**src/rtl/bw_io_impctl_pkg.sv**
```systemverilog
// Shared constants and state encoding for the impedance-control shadow-scan master.
package bw_io_impctl_pkg;

  localparam int IMPCTL_SZ_W       = 8;
  localparam int IMPCTL_CHAIN_BITS = 9;

  typedef enum logic [2:0] {
    IDLE,
    CAPT,
    SHIFT,
    UPD,
    DONE
  } sscan_state_e;

  function automatic int chain_len(input int num_ctl);
    return num_ctl * IMPCTL_CHAIN_BITS;
  endfunction

endpackage

```
**src/rtl/bw_io_impctl_sscan_sreg.sv**
```systemverilog
// Serial-in read-back shift register; new bits enter at the MSB, so the bit
// sampled in shift cycle k ends up at index k after a full pass.
module bw_io_impctl_sscan_sreg
  import bw_io_impctl_pkg::*;
#(
  parameter int LEN = IMPCTL_CHAIN_BITS
) (
  input  logic           clk,
  input  logic           shift_en,
  input  logic           din,
  output logic [LEN-1:0] q,
  output logic [LEN-1:0] q_next
);

  assign q_next = shift_en ? {din, q[LEN-1:1]} : q;

  // NOTE: pure datapath storage is left unreset; it is always fully
  // overwritten before anything downstream consumes it.
  always_ff @(posedge clk) begin
    q <= q_next;
  end

endmodule

```
**src/rtl/bw_io_impctl_sscan_mstr.sv**
```systemverilog
// Shadow-scan master: capture, full-chain shift with freeze injection,
// optional update pulse, then publish the read-back codes for one cycle.
module bw_io_impctl_sscan_mstr
  import bw_io_impctl_pkg::*;
#(
  parameter int NUM_CTL = 1
) (
  input  logic                           clk,
  input  logic                           reset,
  input  logic                           start,
  input  logic                           update_en,
  input  logic [NUM_CTL-1:0]             freeze_req,
  output logic                           sscan_se,
  output logic                           sscan_out,
  output logic                           sscan_update,
  input  logic                           sscan_in,
  output logic                           busy,
  output logic                           done,
  output logic [IMPCTL_SZ_W*NUM_CTL-1:0] sz_code,
  output logic [NUM_CTL-1:0]             freeze_shadow
);

  localparam int L  = chain_len(NUM_CTL);
  localparam int CW = $clog2(L);

  sscan_state_e     state, state_nxt;
  logic [CW-1:0]    k, k_nxt;
  logic             upd_lat, upd_lat_nxt;
  logic [NUM_CTL-1:0] frz_lat, frz_lat_nxt;

  logic se_nxt, out_nxt, update_nxt, busy_nxt, done_nxt;
  logic [L-1:0] drive_vec;

  logic [L-1:0] rb_q, rb_next, rb;
  logic [IMPCTL_SZ_W*NUM_CTL-1:0] sz_nxt;
  logic [NUM_CTL-1:0]             fs_nxt;

  bw_io_impctl_sscan_sreg #(.LEN(L)) u_sreg (
    .clk      (clk),
    .shift_en (state == SHIFT),
    .din      (sscan_in),
    .q        (rb_q),
    .q_next   (rb_next)
  );

  // NOTE: every always_comb output gets a default first so no path can
  // leave a signal unassigned and infer a latch.
  always_comb begin
    state_nxt   = state;
    k_nxt       = k;
    upd_lat_nxt = upd_lat;
    frz_lat_nxt = frz_lat;
    unique case (state)
      IDLE: if (start) begin
        upd_lat_nxt = update_en;
        frz_lat_nxt = freeze_req;
        state_nxt   = CAPT;
      end
      CAPT: begin
        k_nxt     = '0;
        state_nxt = SHIFT;
      end
      SHIFT: begin
        if (k == CW'(L - 1)) state_nxt = upd_lat ? UPD : DONE;
        else                 k_nxt     = k + 1'b1;
      end
      UPD:     state_nxt = DONE;
      DONE:    state_nxt = IDLE;
      default: state_nxt = IDLE;
    endcase
  end

  // Freeze bit for controller i must be driven in the cycle that leaves it in
  // the first flop of controller i once the pass completes.
  always_comb begin
    drive_vec = '0;
    for (int i = 0; i < NUM_CTL; i++)
      drive_vec[IMPCTL_CHAIN_BITS*(NUM_CTL-1-i) + 8] = frz_lat_nxt[i];
  end

  // Outputs are decoded from the next state so they can be registered. se
  // stays high through DONE so the chain only recaptures once back in IDLE.
  always_comb begin
    se_nxt     = state_nxt inside {SHIFT, UPD, DONE};
    out_nxt    = (state_nxt == SHIFT) ? drive_vec[k_nxt] : 1'b0;
    update_nxt = state_nxt == UPD;
    busy_nxt   = state_nxt inside {CAPT, SHIFT, UPD};
    done_nxt   = (state_nxt == DONE) && (state != DONE);
  end

  // The last chain bit is sampled on the same edge that enters DONE, so take
  // the pre-shifted view unless the pass already finished before UPD.
  always_comb begin
    rb     = (state == UPD) ? rb_q : rb_next;
    sz_nxt = '0;
    fs_nxt = '0;
    for (int i = 0; i < NUM_CTL; i++) begin
      for (int j = 0; j < IMPCTL_SZ_W; j++)
        sz_nxt[IMPCTL_SZ_W*i + j] = rb[IMPCTL_CHAIN_BITS*(NUM_CTL-1-i) + j];
      fs_nxt[i] = rb[IMPCTL_CHAIN_BITS*(NUM_CTL-1-i) + 8];
    end
  end

  // NOTE: sequential state uses non-blocking assignments so every register
  // samples pre-edge values regardless of statement order.
  always_ff @(posedge clk) begin
    if (reset) begin
      state         <= IDLE;
      k             <= '0;
      upd_lat       <= 1'b0;
      frz_lat       <= '0;
      sscan_se      <= 1'b0;
      sscan_out     <= 1'b0;
      sscan_update  <= 1'b0;
      busy          <= 1'b0;
      done          <= 1'b0;
      sz_code       <= '0;
      freeze_shadow <= '0;
    end else begin
      state        <= state_nxt;
      k            <= k_nxt;
      upd_lat      <= upd_lat_nxt;
      frz_lat      <= frz_lat_nxt;
      sscan_se     <= se_nxt;
      sscan_out    <= out_nxt;
      sscan_update <= update_nxt;
      busy         <= busy_nxt;
      done         <= done_nxt;
      if (done_nxt) begin
        sz_code       <= sz_nxt;
        freeze_shadow <= fs_nxt;
      end
    end
  end

endmodule

```
**config.mk**
```make
export PLATFORM = sky130hd
export DESIGN_NAME = bw_io_impctl_sscan_mstr
export DESIGN_NICKNAME = d
export VERILOG_FILES = /design/src/rtl/bw_io_impctl_pkg.sv /design/src/rtl/bw_io_impctl_sscan_sreg.sv /design/src/rtl/bw_io_impctl_sscan_mstr.sv
export SDC_FILE = /design/constraint.sdc
export NUM_CORES = 1
export LEC_CHECK = 0
export BUFFER_PORTS_ARGS = -buffer_cell sky130_fd_sc_hd__buf_2
export CELL_PAD_IN_SITES_DETAIL_PLACEMENT = 1
export CELL_PAD_IN_SITES_GLOBAL_PLACEMENT = 2
export CORE_MARGIN = 3
export CORE_UTILIZATION = 35
export CTS_BUF_LIST = sky130_fd_sc_hd__clkbuf_2
export DETAILED_ROUTE_END_ITERATION = 12
export MAX_ROUTING_LAYER = met4
export PLACE_DENSITY_LB_ADDON = 0.1
export SLEW_MARGIN = 25
export SYNTH_ARGS = -nofsm -noshare
export SYNTH_HDL_FRONTEND = slang
export SYNTH_SLANG_ARGS = --single-unit
```
**constraint.sdc**
```tcl
create_clock -name clk -period 2.1 [get_ports clk]
set_input_delay 0.21 -clock clk [delete_from_list [all_inputs] [get_ports clk]]
set_output_delay 0.21 -clock clk [all_outputs]
set_load 0.01 [all_outputs]
```
# After elaboration in Yosys (flattened, before gate mapping)
# Cells that the tools add are included.
# totals
word_cells	42
out_inout_bits	14
register_bits	32
input_bits	6
# classes
reduce_logical	6
magnitude_cmp	1
bitwise_logic	1
muxes	12
n_addsub	1
eq_ne	9
# ops
cell	count
$mux W9	2
$eq A3 B2 Y1 const B	4
$pmux W3 S4	1
$mux W3	3
$pmux W4 S2	1
$eq A3 B1 Y1 const B	2
$reduce_bool A3 Y1	2
$lt A4 B5 Y1 const B	1
$add A4 B1 Y4 const B	1
$bmux W1 S4	1
$eq A4 B4 Y1 const B	1
$mux W4	1
$eq A3 B3 Y1 const B	1
$logic_not A3 Y1	1
$mux W1	3
$ne A3 B3 Y1 const B	1
$reduce_and A2 Y1	1
$reduce_or A2 Y1	1
$logic_and A1 B1 Y1	1
$not A1 Y1	1

# Depth between registers and ports, before layout
# Gate-level depths: netlist of the first run.
# logic_depth
ltp_word	6
mapped_depth	7
depth_no_buf	6

# By module
# A second synthesis of the first run with hierarchy kept.
# unflattened
hier_cells	159
area_unflattened_um2	1655.3
# by_module_without_submodules
mod	area_per_inst_um2	seq_area_each_um2	instances	cells_each
bw_io_impctl_sscan_mstr	1328.8	460.4	1	140
bw_io_impctl_sscan_sreg	326.6	180.2	1	19

# Least setup slack after synthesis of the first run
# No wires, ideal clock.
# synth_timing
path_kind	register to register
start	register k[0]
end	register sz_code[1]
synth_period_minus_slack_ns	1.553
stages_incl_launch_ff	8
t_required_ns	1.972
slack_ns	0.547
path_buffers	1
setup_ns	0.128
arrival_ns	1.426
cell_sequence	dfxtp_1 inv_1 ha_1 nand4bb_1 a21oi_1 buf_2 mux2i_1 nor2_1
# synth_between
elab_chain_cells	5
# synth_lines
element	line_no	source
start, declared	bw_io_impctl_sscan_mstr.sv:27	logic [CW-1:0] k, k_nxt;
start signal, assigned	bw_io_impctl_sscan_mstr.sv:121	k <= k_nxt;
$eq A4 B4 Y1	bw_io_impctl_sscan_mstr.sv:64	if (k == CW'(L - 1)) state_nxt = upd_lat ? UPD : DONE;
$mux W3	bw_io_impctl_sscan_mstr.sv:64	
$pmux W3 S4	bw_io_impctl_sscan_mstr.sv:53	unique case (state)
$eq A3 B3 Y1	bw_io_impctl_sscan_mstr.sv:88	done_nxt = (state_nxt == DONE) && (state != DONE);
$logic_and A1 B1 Y1	bw_io_impctl_sscan_mstr.sv:88	
end signal, assigned	bw_io_impctl_sscan_mstr.sv:130	sz_code <= sz_nxt;
end, declared	bw_io_impctl_sscan_mstr.sv:19	output logic [IMPCTL_SZ_W*NUM_CTL-1:0] sz_code,
# Every way passes these cells.
# A chain may end at the register's enable or synchronous reset.

# Final worst setup path of the first run
# layout_timing
start	register state[1]
end	register sz_code[1]
# layout_between
elab_cells_between_ends	12
classes_between	5 x eq/ne; 5 x mux; 2 x reduce/logical
# layout_lines
element	line_no	source
start, declared	bw_io_impctl_sscan_mstr.sv:26	sscan_state_e state, state_nxt;
start signal, assigned	bw_io_impctl_sscan_mstr.sv:120	state <= state_nxt;
$eq A3 B2 Y1	bw_io_impctl_sscan_mstr.sv:40	.shift_en (state == SHIFT),
$mux W9	bw_io_impctl_sscan_sreg.sv:15	assign q_next = shift_en ? {din, q[LEN-1:1]} : q;
net rb_next[1]	bw_io_impctl_sscan_mstr.sv:34	logic [L-1:0] rb_q, rb_next, rb;
$mux W9	bw_io_impctl_sscan_mstr.sv:94	rb = (state == UPD) ? rb_q : rb_next;
# The timed path passes the listed nets, and every way through them passes these cells.

==> results.py, run 1 <==
metrics = {
    "outcome": {
        "outcome": "finished, final reports clean",
    },
    "global_routing": {
        "grt_max_degree": 23,
        "grt_util_all_layers_pct": 13.1,
        "antenna_found_initial": 0,
        "grt_pass1_wl_mm": 4.00,
        "grt_pass1_vias": 886,
        "grt-ovfl-total": 0,
    },
    "critical_path": {
        "arrival_ns": 1.98,
        "crit_required_ns": 2.38,
        "endpoint_kind": "flip-flop",
        "timing.rr.end": "sz_code[1]",
        "r2r_start": "state[1]",
        "reg2reg_depth": 5,
        "reg2reg_slack_ns": 0.40,
        "path_class": "flip-flop to flip-flop",
        "crit_fanout": 8,
        "start_kind": "flip-flop",
    },
    "yosys": {
        "synth_mux_area_share_pct": 19.1,
        "syn_area_mm2": 0.00122,
        "synth_cell_types": 28,
        "synth_xor_area_share_pct": 0,
        "synth_top_family_by_area": "multiplexers",
        "synth_adder_area_share_pct": 2.06,
        "ys_warn_count": 0,
        "synth_cells": 114,
        "ys_seq_area_share_pct": 52.7,
        "synth_simple_gate_area_share_pct": 18.7,
        "synth_compound_area_share_pct": 5.04,
        "syn_area_per_cell_um2": 10.7,
        "synth.net_count": 122,
        "yosys_register_bits": 32,
    },
    "pwr": {
        "p_clk_share_pct": 31.4,
        "p_comb_share_pct": 13.4,
        "power.density_mw_per_mm2": 931,
        "p_int_mw": 0.996,
        "cellLeakagePower_nw": 0.604,
        "vdd_drop_max_mv": 0.462,
        "power_switching_mw": 0.344,
        "total_power_mw": 1.34,
        "power.share.switching_pct": 25.7,
        "seqPwrFrac_pct": 55.2,
    },
    "routing": {
        "drc": 0,
        "drt-initial-drc-count": 58,
        "postRouteAntennaNets": 0,
        "detail_route.wirelength_mm": 2.33,
        "drt_pass1_iterations": 4,
        "vias": 878,
        "via_per_inst": 4.77,
        "wl_per_cell_um": 12.6,
    },
    "worst_hold_path": {
        "holdPathStages": 3,
        "hold_end": "frz_lat",
        "hold_class": "primary input to flip-flop",
        "hold_start": "freeze_req",
    },
    "floorplanning": {
        "dieWidth_um": 64.9,
        "fp.coreArea_mm2": 0.00318,
        "die_h_um": 64.9,
        "initial_core_util_pct": 38.3,
        "io_pins": 20,
        "dieArea_mm2": 0.00422,
        "num_rows": 20,
    },
    "timing": {
        "slew_viol_final": 0,
        "relSlewSlack_pct": 67.2,
        "whs_ns": 0.0646,
        "setup_violations": 0,
        "max_freq_mhz": 589,
        "grt_setup_unrepaired": "no",
        "setup_tns_ns": 0,
        "period_share_pct": 80.9,
        "tightest_slew_ns": 0.490,
        "hold_violations": 0,
        "fin_worst_skew_ns": 0.0230,
        "period_minus_slack_ns": 1.70,
    },
    "clock_network": {
        "hold_buffers": 0,
        "clk_pin_slew_ns": 0.17,
        "cts_made_buffers": 5,
        "clk_latency_ns": 0.39,
        "cts_root_buffer": "clkbuf_2",
        "clock_path_buffers": 2,
        "cts_setup_buffers": 0,
        "tritoncts": "done",
        "clock-sinks": 32,
        "ctsHtreeMaxLevel": 2,
        "cts_resized": 0,
    },
    "place": {
        "placed_cells": 176,
        "detailed_place_hpwl_mm": 1.64,
        "gp_congestion": 0.866,
        "io_buffers": 19,
    },
    "final_layout": {
        "fin_util_pct": 45.3,
        "nets": 147,
        "syn2layout_area_growth_pct": 18.3,
        "fin_cells": 184,
        "drive_above_1_share_pct": 30.0,
        "diodes": 0,
    },
    "job": {
        "maxCapViolations": 0,
    },
}
## per-layer routing
layer,GRT usage (%),routed length [um],up-vias
met5,-,0,-
met1,16.0,1150,395
met3,4.33,112,6
met4,8.71,58,0
met2,18.1,1000,24
li1,-,-,453
## cells by family (layout without fill, tap and decap cells)
family,Yosys count,in the layout
AOI/OAI and AO/OA,10,10
adders and majority gates,2,2
buffers and inverters,7,33
DFF,32,32
muxes,22,22
and+or+nand+nor,41,41
## worst max-delay path, cell delays in order, from the launching register on
cell	delay, ns
dfxtp_1	0.47
or3b_1	0.46
buf_4	0.21
mux2_2	0.29
mux2i_1	0.13
nor2_1	0.05
## layout make-up
class                           instances  area (um2)
Fill cell                             390        1740
Timing Repair Buffer                   22         118
Multi-Input combinational cell         75         547
Clock buffer                            5        25.0
Sequential cell                        32         641
Inverter                                3        11.3
Clock inverter                          3        42.5
Tap cell                               44        55.1
## how the worst max path moves through the flow
stage / from / end / slack, ns
after detailed placement: state[1] / sz_code[4] / 0.41
after floorplan: k[0] / sz_code[1] / 0.55
final: state[1] / sz_code[1] / 0.40
after global placement: state[1] / sz_code[4] / 0.47
after CTS: state[1] / sscan_out / 0.41
after global routing: k[0] / freeze_shadow / 0.25
## state kept, by name (all words and copies together) (netlist names)
register,flops
sz_code,8
frz_lat,1
state,3
k,4
upd_lat,1
sscan_out,1
busy,1
done,1
sscan_se,1
u_sreg.q,9
sscan_update,1
freeze_shadow,1
## power groups by stage
stage                     Combinational (mW)  Sequential (mW)  Clock [mW]
after floorplan                        0.138            0.745           0
after global placement                 0.178            0.751           0
after detailed placement               0.183            0.754           0
after CTS                              0.184            0.740       0.440
after global routing                   0.204            0.756       0.464
final                                  0.180            0.739       0.420
## cell usage in the layout, fill, tap and decap left out, drive strengths merged, types with 2 or more instances in the layout
cell and count:
a31oi 2, nor3 3, ha 2, or3b 2, nor2b 2, and4b 2
a21oi 4, mux2i 12, mux2 10, nand2 4, clkbuf 5, o21ai 2
nor2 18, dfxtp 32, buf 22, inv 3, nand3 2
## metrics by stage
step,cell area (um2),setup slack [ns]
after global placement,1370,0.471
final,1440,0.402
after global routing,1440,0.252
after CTS,1440,0.412
after floorplan,1220,0.547
after detailed placement,1370,0.413
## cell usage after synthesis
cell,n,area (um2)
nand2_1,4,15.0
o211ai_1,1,7.51
and4_1,1,8.76
dfxtp_1,32,641
clkbuf_1,2,7.51
mux2i_1,12,120
or3b_1,2,17.5
o21ai_0,2,10.0
nor2b_1,2,12.5
nand3_1,2,10.0
mux2_2,10,113
buf_2,2,10.0
and4b_1,2,20.0
ha_1,2,25.0
nor4b_1,1,8.76
a21oi_1,3,15.0
nand3b_1,1,7.51
nor2_1,18,67.6
nand4bb_1,1,11.3
and3b_1,1,8.76
a21boi_0,1,7.51
inv_1,3,11.3
nor3_1,3,15.0
a31oi_1,2,12.5
nor3b_2,1,12.5
nand2b_1,1,6.26
or3_1,1,6.26
a21oi_2,1,8.76
(Power assumes the default switching activity.)
==> inputs of run 2 (changes only) <==
==> constraint.sdc (replaced) <==
create_clock -name clk -period 1.7 [get_ports clk]
set_input_delay 0.17 -clock clk [delete_from_list [all_inputs] [get_ports clk]]
set_output_delay 0.17 -clock clk [all_outputs]
set_load 0.01 [all_outputs]
==> results.py, run 2 (synthesis results as in run 1) <==
metrics = {
    "clock_network": {
        "cts_root_buffer": "clkbuf_2",
        "cts_made_buffers": 5,
        "tritoncts": "done",
        "clk_latency_ns": 0.36,
        "clk_pin_slew_ns": 0.16,
        "clock-sinks": 32,
        "ctsHtreeMaxLevel": 2,
        "cts_setup_buffers": 0,
        "clock_path_buffers": 2,
        "hold_buffers": 0,
    },
    "place": {
        "detailed_place_hpwl_mm": 1.63,
        "io_buffers": 19,
        "gp_congestion": 0.788,
        "pre_cts_slack_ns": 0.0306,
    },
    "timing": {
        "period_minus_slack_ns": 1.61,
        "tightest_slew_ns": 0.431,
        "slew_viol_final": 0,
        "fin_worst_skew_ns": 0.0115,
        "max_freq_mhz": 619,
        "hold_violations": 0,
        "fin_ws_ns": 0.0857,
        "setup_violations": 0,
        "relSlewSlack_pct": 71.3,
        "period_share_pct": 95.0,
    },
    "critical_path": {
        "crit_fanout": 8,
        "crit_required_ns": 1.95,
        "crit_path_start": "state[1]",
        "endpoint_kind": "flip-flop",
        "path_class": "flip-flop to flip-flop",
        "arrival_ns": 1.87,
        "timing.rr.end": "sz_code[0]",
        "reg2reg_depth": 5,
        "crit_chain": "or3b_1 -> buf_4 -> mux2_2 -> mux2i_1 -> nor2_1",
        "cp_top_family": "simple AND/OR/NAND/NOR gates",
        "worstPathBufferInverterCount": 1,
        "cpPeakStageDelay_ns": 0.42,
        "r2r_start": "state[1]",
        "cp_slowest_cell": "dfxtp_2",
        "reg2reg_slack_ns": 0.09,
        "start_kind": "flip-flop",
    },
    "final_layout": {
        "final_common_cell": "dfxtp_1",
        "diodes": 0,
        "final_cell_mix": "29 x dfxtp_1, 19 x buf_2, 18 x nor2_1",
        "largest_reg_flops": 9,
        "top_register": "u_sreg.q",
        "fill_cells": 373,
        "fin_util_pct": 46.4,
        "syn2layout_area_growth_pct": 21.3,
        "largest_registers": "u_sreg.q (9), sz_code (8), k (4)",
        "drive_above_1_share_pct": 35.4,
        "nets": 151,
    },
    "global_routing": {
        "grt-ovfl-total": 0,
        "grt_util_all_layers_pct": 12.9,
        "grt_pass1_wl_mm": 3.97,
        "grt_max_degree": 23,
        "antenna_found_initial": 0,
        "grt_pass1_vias": 859,
    },
    "pwr": {
        "power.density_mw_per_mm2": 1020,
        "vdd_drop_max_mv": 0.594,
        "cellLeakagePower_nw": 0.614,
    },
    "floorplanning": {
        "num_rows": 20,
        "die_h_um": 64.9,
        "fp.coreArea_mm2": 0.00318,
        "dieWidth_um": 64.9,
        "initial_core_util_pct": 38.3,
        "io_pins": 20,
        "dieArea_mm2": 0.00422,
    },
    "worst_hold_path": {
        "hold_class": "primary input to flip-flop",
        "hold_end": "upd_lat",
        "holdPathStages": 3,
        "hold_start": "update_en",
    },
    "routing": {
        "drt_pass1_iterations": 4,
        "postRouteAntennaNets": 0,
        "vias": 883,
        "wl_per_cell_um": 13.0,
        "detail_route.wirelength_mm": 2.44,
        "via_per_inst": 4.70,
        "drt-initial-drc-count": 63,
        "drc": 0,
    },
    "job": {
        "maxCapViolations": 0,
    },
    "outcome": {
        "outcome": "finished, final reports clean",
    },
}
[run 2: worst min-delay path, cell delays in order]
cell	delay, ns
buf_2	0.08
mux2i_1	0.06
nor2_1	0.07
[run 2: metal layers]
metal	global-route usage (%)	routed length (um)
met5	-	0
met4	6.33	11
met3	4.16	119
met2	17.9	1090
met1	16.7	1220
[run 2: how the worst max path moves through the flow]
stage | to | slack, ns | cells after the start
4_1_cts | sz_code[0] | 0.004 | 5
3_5_place_dp | sz_code[0] | 0.03 | 5
2_1_floorplan | sz_code[1] | 0.15 | 7
6_report | sz_code[0] | 0.09 | 5
5_1_grt | sz_code[3] | -0.002 | 7
3_3_place_gp | sz_code[4] | 0.11 | 7
[run 2: stage by stage]
step / power, mW / instances / cell area (um2) / hold slack [ns] / TNS [ns]
2_1_floorplan: 1.09 / 114 / 1220 / 0.237 / 0
3_3_place_gp: 1.16 / 179 / 1390 / 0.406 / 0
3_5_place_dp: 1.17 / 179 / 1390 / 0.414 / 0
4_1_cts: 1.52 / 187 / 1440 / 0.0108 / 0
5_1_grt: 1.63 / 188 / 1480 / 0.00453 / -0.00189
6_report: 1.51 / 188 / 1480 / 0.0297 / 0
[run 2: area by class of cell]
cell class                      instances  area, um2  share of cell area [%]
Clock buffer                            6       30.0                    2.04
Clock inverter                          2       11.3                   0.763
Inverter                                3       11.3                   0.763
Multi-Input combinational cell         75        569                    38.6
Sequential cell                        32        647                    43.9
Tap cell                               44       55.1                    3.73
Timing Repair Buffer                   26        151                    10.3
[run 2: power by group]
part	total, mW	internal [mW]	switching, mW
sequential	0.911	0.862	0.0492
combinational	0.240	0.131	0.109
clock	0.357	0.103	0.255
[run 2: what timing repair did]
item,CTS,global route
setup endpoints to repair,0,10
hold endpoints to repair,0,0
resized for setup,0,10
